File: config.mk
export PLATFORM = sky130hd
export DESIGN_NAME = bus_arbiter_2m
export DESIGN_NICKNAME = d
export VERILOG_FILES = /design/src/rtl/bus_arbiter_2m.sv
export SDC_FILE = /design/constraint.sdc
export NUM_CORES = 1
export LEC_CHECK = 0
export BUFFER_PORTS_ARGS = -buffer_cell sky130_fd_sc_hd__buf_4
export CAP_MARGIN = 10
export CORE_AREA = 3 3 53 55
export DETAILED_ROUTE_END_ITERATION = 7
export DIE_AREA = 0 0 56 58
export PLACE_DENSITY = 0.55
export SLEW_MARGIN = 20
export SYNTH_ARGS = -nofsm -noshare
export SYNTH_HDL_FRONTEND = slang
export SYNTH_SLANG_ARGS = --single-unit
File: constraint.sdc
create_clock -name clk -period 2.8 [get_ports clk]
set_input_delay 0.28 -clock clk [delete_from_list [all_inputs] [get_ports clk]]
set_output_delay 0.28 -clock clk [all_outputs]
set_load 0.005 [all_outputs]
File: src/rtl/bus_arbiter_2m.sv
// Two-master system bus arbiter with registered grants, latched slave select and watchdog release.
// Optional macro ROUND_ROBIN_EN: ties in IDLE alternate using last_owner; otherwise master 1 wins ties.
module bus_arbiter_2m #(
    parameter int unsigned SLAVE_LEN      = 2,
    parameter int unsigned TIMEOUT_LEN    = 8,
    parameter int unsigned TIMEOUT_CYCLES = 200
) (
    input  logic                 clk,
    input  logic                 reset,
    input  logic                 m1_req,
    input  logic                 m2_req,
    input  logic [SLAVE_LEN-1:0] m1_slave_sel,
    input  logic [SLAVE_LEN-1:0] m2_slave_sel,
    input  logic                 trans_done,
    output logic                 m1_grant,
    output logic                 m2_grant,
    output logic                 bus_busy,
    output logic                 master_sel,
    output logic [SLAVE_LEN-1:0] slave_select,
    output logic                 timeout_err
);

    typedef enum logic [1:0] {
        IDLE    = 2'd0,
        GRANT1  = 2'd1,
        GRANT2  = 2'd2,
        RELEASE = 2'd3
    } state_t;

    localparam logic [TIMEOUT_LEN-1:0] TIMEOUT_LAST = TIMEOUT_LEN'(TIMEOUT_CYCLES - 1);

    state_t                 state, state_nx;
    logic [TIMEOUT_LEN-1:0] count, count_nx;
    logic                   last_owner, last_owner_nx;   // 0 = master 1, 1 = master 2
    logic                   master_sel_nx;
    logic [SLAVE_LEN-1:0]   slave_select_nx;
    logic                   timeout_nx;
    logic                   owner_req;
    logic                   tie_to_m2;

`ifdef ROUND_ROBIN_EN
    assign tie_to_m2 = ~last_owner;
`else
    assign tie_to_m2 = 1'b0;
`endif

    always_comb begin
        state_nx        = state;
        count_nx        = count;
        last_owner_nx   = last_owner;
        master_sel_nx   = master_sel;
        slave_select_nx = slave_select;
        timeout_nx      = 1'b0;
        owner_req       = 1'b0;

        case (state)
            IDLE: begin
                if (m1_req && !(m2_req && tie_to_m2)) begin
                    state_nx        = GRANT1;
                    master_sel_nx   = 1'b0;
                    slave_select_nx = m1_slave_sel;
                    count_nx        = '0;
                end else if (m2_req) begin
                    state_nx        = GRANT2;
                    master_sel_nx   = 1'b1;
                    slave_select_nx = m2_slave_sel;
                    count_nx        = '0;
                end
            end

            GRANT1, GRANT2: begin
                owner_req = (state == GRANT1) ? m1_req : m2_req;
                // Priority: completion, then abandon, then watchdog.
                if (trans_done || !owner_req) begin
                    state_nx      = RELEASE;
                    last_owner_nx = (state == GRANT2);
                end else if (count == TIMEOUT_LAST) begin
                    state_nx      = RELEASE;
                    last_owner_nx = (state == GRANT2);
                    timeout_nx    = 1'b1;
                end else begin
                    count_nx = count + TIMEOUT_LEN'(1);
                end
            end

            RELEASE: state_nx = IDLE;

            default: state_nx = IDLE;
        endcase
    end

    always_ff @(posedge clk) begin
        if (reset) begin
            state        <= IDLE;
            count        <= '0;
            last_owner   <= 1'b1;
            m1_grant     <= 1'b0;
            m2_grant     <= 1'b0;
            bus_busy     <= 1'b0;
            master_sel   <= 1'b0;
            slave_select <= '0;
            timeout_err  <= 1'b0;
        end else begin
            state        <= state_nx;
            count        <= count_nx;
            last_owner   <= last_owner_nx;
            m1_grant     <= (state_nx == GRANT1);
            m2_grant     <= (state_nx == GRANT2);
            bus_busy     <= (state_nx == GRANT1) || (state_nx == GRANT2);
            master_sel   <= master_sel_nx;
            slave_select <= slave_select_nx;
            timeout_err  <= timeout_nx;
        end
    end

endmodule

Word-level counts from Yosys, hierarchy flattened
Index checks and enable logic that the tools add are counted.
Widths: inputs -> output; s select.

word-level totals
  RAM bits = 0
  bits in read-only memories = 0
  memories kept = 0
  bits in latches = 0
  logic and storage cells = 45
  output and inout bits = 7
  bits in registers = 17

operators by class
  order comparisons = 0
  divide/modulo/power cells = 0
  bitwise gates (word level) = 1
  mux-type cells = 16
  reductions and logical operators = 10
  equal/unequal tests = 9
  add/sub/neg operators = 1
  multipliers = 0
  shift-type cells = 0

operators with widths
  cell                 number
  $mux 8               4
  $pmux 8 s2           1
  $mux 2               6
  $add 8x1->8 const B  1
  $eq 8x8->1 const B   1
  $eq 2x2->1 const B   3
  $pmux 2 s3           1
  $eq 2x1->1 const B   2
  $mux 1               4
  $ne 2x2->1 const B   2
  $reduce_and 4->1     1
  $reduce_bool 2->1    2
  $ne 3x3->1 const B   1
  $reduce_or 3->1      1
  $logic_not 2->1      1
  $logic_or 1x1->1     2
  $reduce_and 2->1     1
  $reduce_or 2->1      1
  $logic_not 1->1      1
  $not 1->1            1

Depth between registers and ports, before layout
  word-level depth = 8
  gate-level depth with buffers = 8
  depth with buffers taken out = 8

Worst setup path after synthesis
OpenSTA, ideal clock, no wires.

  kind = register to register
  start = reg state[1]
  end = reg bus_busy
  clock period less this slack = 1742 ps
  cell stages (with the launch flop) = 9
  arrival = 1676 ps
  data required time = 2734 ps
  path slack = 1058 ps
  cells stage by stage = dfxtp_1 inv_1 ha_1 mux2i_2 a211oi_1 and2_1 o21a_1 ha_1 nor2_1

between the ends
  word-level cells in the longest chain between the ends = 8
  elaborated cells between the ends (all ways) = 16
  those cells by class = 5 x eq/ne; 6 x mux; 5 x reduce/logical

RTL lines
  item                                             line    text
  start: declaration                               32      state_t state, state_nx;
  start signal: assignment                         104     state <= state_nx;
  $eq 2x1->1                                       56, 72
  $mux 1                                           72      owner_req = (state == GRANT1) ? m1_req : m2_req;
  $logic_not 1->1                                  74      if (trans_done || !owner_req) begin
  $logic_or 1x1->1                                 74
  $mux 2                                           74
  $pmux 2 s3 (*)                                   56      case (state)
  $eq 2x1->1 / $eq 2x2->1 (equally long branches)  109     bus_busy <= (state_nx == GRANT1) || (state_nx == GRANT2);
  $logic_or 1x1->1 (*)                             109
  end signal: assignment                           109
  end: declaration                                 17      output logic bus_busy,

Mark *: on every way between the ends. The rest lies on a longest branch, timed or not.
A chain may end at the register's enable or synchronous reset.

Worst setup path in the final report
  start = reg state[0]
  end = reg count[3]

between the ends
  word-level cells in the longest chain between the ends = 6
  elaborated cells between the ends (all ways) = 13
  those cells by class = 5 x eq/ne; 2 x mux; 6 x reduce/logical

RTL lines
  item                               line    text
  $eq 2x1->1                         56, 72
  $mux 1                             72
  $logic_not 1->1                    74
  $logic_or 1x1->1                   74
  $ne 2x2->1 (no source line)        -
  $reduce_and 4->1 (no source line)  -
  end signal: assignment             105     count <= count_nx;
  end: declaration                   33      logic [TIMEOUT_LEN-1:0] count, count_nx;

Parallel ways exist; a longest one is shown, timed or not.

==> reports/qor.txt <==
clk_skew = 1.65 ps
number of synthesized flops with an enable pin = 0
minimum clock period = 2070 ps
Synth top area share = 36.8%
Synth warnings = 0
Arr. time, crit path = 2300 ps
nets@finish = 132
Clock Sinks = 17
Layout fillers = 236
DR vias = 798
initial antenna violation count = 0
CTS root buf = clkbuf_4
RSZ-0062 raised after global routing = false
Cell Chain, Critical Path = inv_1 -> ha_1 -> nand2b_1 -> nor2_1 -> or4b_1 -> a21oi_1
DIE AREA = 3250 sq um
Seq/Total Area, Yosys = 36.8%
setup repair bufs after CTS = 0
Final Max Tran Viols = 0
worst hold path type = primary input to flop
Setup crit start kind = flop
Power Density = 521 nW/um^2
number of global-route vias before repair = 733
Worst-Margin Slew = 381 ps
Avg Inst Size Synth = 8.99 sq um
Final Power = 560 uW
post-CTS sizing = 0
outcome = finished, final reports clean
HP Start = trans_done
CP max stage delay = 520 ps
DP Wirelength = 1.37 mm
setup TNS = 0 ps
WL/cell = 13.0 um
Die X = 56 um
largest net degree at the start of global routing = 14
starting density of the core = 38.1%
ys async rst share = 0%
crit-path max FO = 13
share of post-route cells with drive strength above 1 = 17.9%
CP max stage cell = ha_1
DR pass1 iterations = 4
CTS buffer count = 3
H-Tree Level Count = 1
Lkg Pwr = 0.000411 uW
worst path bufs/invs = 1
multi-input logic area = 534 sq um
Post-synth top flop = dfxtp_1
Mapped Cells = 103
crit end category = flop
Yosys top cell by area = dfxtp_1
Slew Limit Headroom = 73.9%
# rows = 18
Post-route DRC = 0
Final ANT Viol Nets = 0
register area = 340 sq um
IO Count = 16
chip height = 58 um
register bit total from synthesis = 17
CTS hold repair buffers = 0
final worst-path cycle share = 73.8%
gr ovfl total = 0
core footprint = 2430 sq um
ranking of synthesized cells by area = dfxtp_1 (37%), ha_1 (6.8%), a211oi_1 (5.7%)
Area Overhead vs Synth = 15.9%
CP startpoint = state[0]$_SDFF_PP0_
commonest cells in the netlist = dfxtp_1 (17), a211oi_1 (7), nand2_1 (7)
initial drt markers = 22
worst setup path class = flop to flop
worst vdd ir = 0.250 mV
CTS tree = yes
count leader, synth = dfxtp_1
vias per inst = 5.43
clk_lat worst skew = 300 ps
Routed WL = 1.91 mm
first-pass GRT wire length = 3.33 mm
Mapped Area = 926 sq um
Finish-stage setup viols = 0
Port Buffers = 15
Ant. Diodes = 0
Worst Path Required = 3040 ps
Max Root-Sink Buffers = 2
maxcap violations = 0
placer's final routability congestion estimate = 0.816
final hold vios = 0
CTS clk-pin slew, worst paths = 100 ps
Yosys cell types = 39
worst r2r src = state[0]$_SDFF_PP0_
Fmax = 484 MHz
total global routing track utilization = 13.2%
Post-Syn Nets = 117
CP top delay family = simple AND/OR/NAND/NOR gates
cells by family after synthesis:
group / after synthesis / synth area share, %
multiplexers: 3 / 3.65
AO/OA/AOI/OAI: 30 / 22.8
flip-flops: 17 / 36.8
AND/OR/NAND/NOR: 37 / 24.5
buffers and inverters: 11 / 5.54
adder cells (fa/ha/maj): 5 / 6.76
worst register-to-register path: stages (launching register included):
cell and delay, ps:
dfxtp_1 370, inv_1 80, ha_1 520, nand2b_1 190
nor2_1 240, or4b_1 460, a21oi_1 150
cell type report:
type | count | share of cell area (%)
timing repair buffer | 15 | 10.5
sequential | 17 | 31.7
tap | 30 | 3.50
multi-input combinational | 75 | 49.8
clock buffer | 4 | 2.45
inverter | 6 | 2.10
placed cells by master (no fill, tap or decap), types with 3 or more instances in the layout:
cell type  instances
and2_1             3
clkbuf_4           3
nor2b_1            3
o21a_1             3
buf_4             15
nand4_1            3
a31oi_1            3
inv_1              6
nand2_1            7
dfxtp_1           17
nor2_1             4
ha_1               5
a211oi_1           7
a21oi_1            6
final timing paths:
path,slack [ps],endpoint,cells past startpoint
min,160,timeout_err$_SDFF_PP0_,2
min reg2reg,490,count[4]$_SDFFE_PP0P_,2
max,730,count[3]$_SDFFE_PP0P_,6
max reg2reg,730,count[3]$_SDFFE_PP0P_,6
registers in the layout, summed over array words and instances, names as in the netlist:
| name | cells |
|---|---|
| m1_grant | 1 |
| count | 8 |
| slave_select | 2 |
| timeout_err | 1 |
| state | 2 |
| m2_grant | 1 |
| bus_busy | 1 |
| master_sel | 1 |
metal layers:
metal | part of all wire [%] | GRT usage, %
met1 | 49 | 17.5
met2 | 44 | 19.5
met3 | 5.0 | 2.67
met4 | 2.5 | 8.14
met5 | 0 | 0
through the flow:
| stage | worst slack (ps) | utilization, % | cell area (sq um) | hold slack (ps) | instances |
|---|---|---|---|---|---|
| 2_1_floorplan | 1060 | - | 926 | 352 | 103 |
| 3_3_place_gp | 820 | 43.1 | 1050 | 465 | 143 |
| 3_5_place_dp | 775 | 43.1 | 1050 | 473 | 143 |
| 4_1_cts | 733 | 44.1 | 1070 | 147 | 147 |
| 5_1_grt | 516 | 44.1 | 1070 | 149 | 147 |
| 6_report | 733 | 44.1 | 1070 | 156 | 147 |
power by group:
group          total [uW]  leakage, uW  switching (uW)  internal (uW)
logic                 155     0.000258            84.2           70.6
registers             269     0.000139            9.21            260
clock network         136    0.0000150            80.5           55.6
Note: power is estimated with default switching activity, not from simulation.
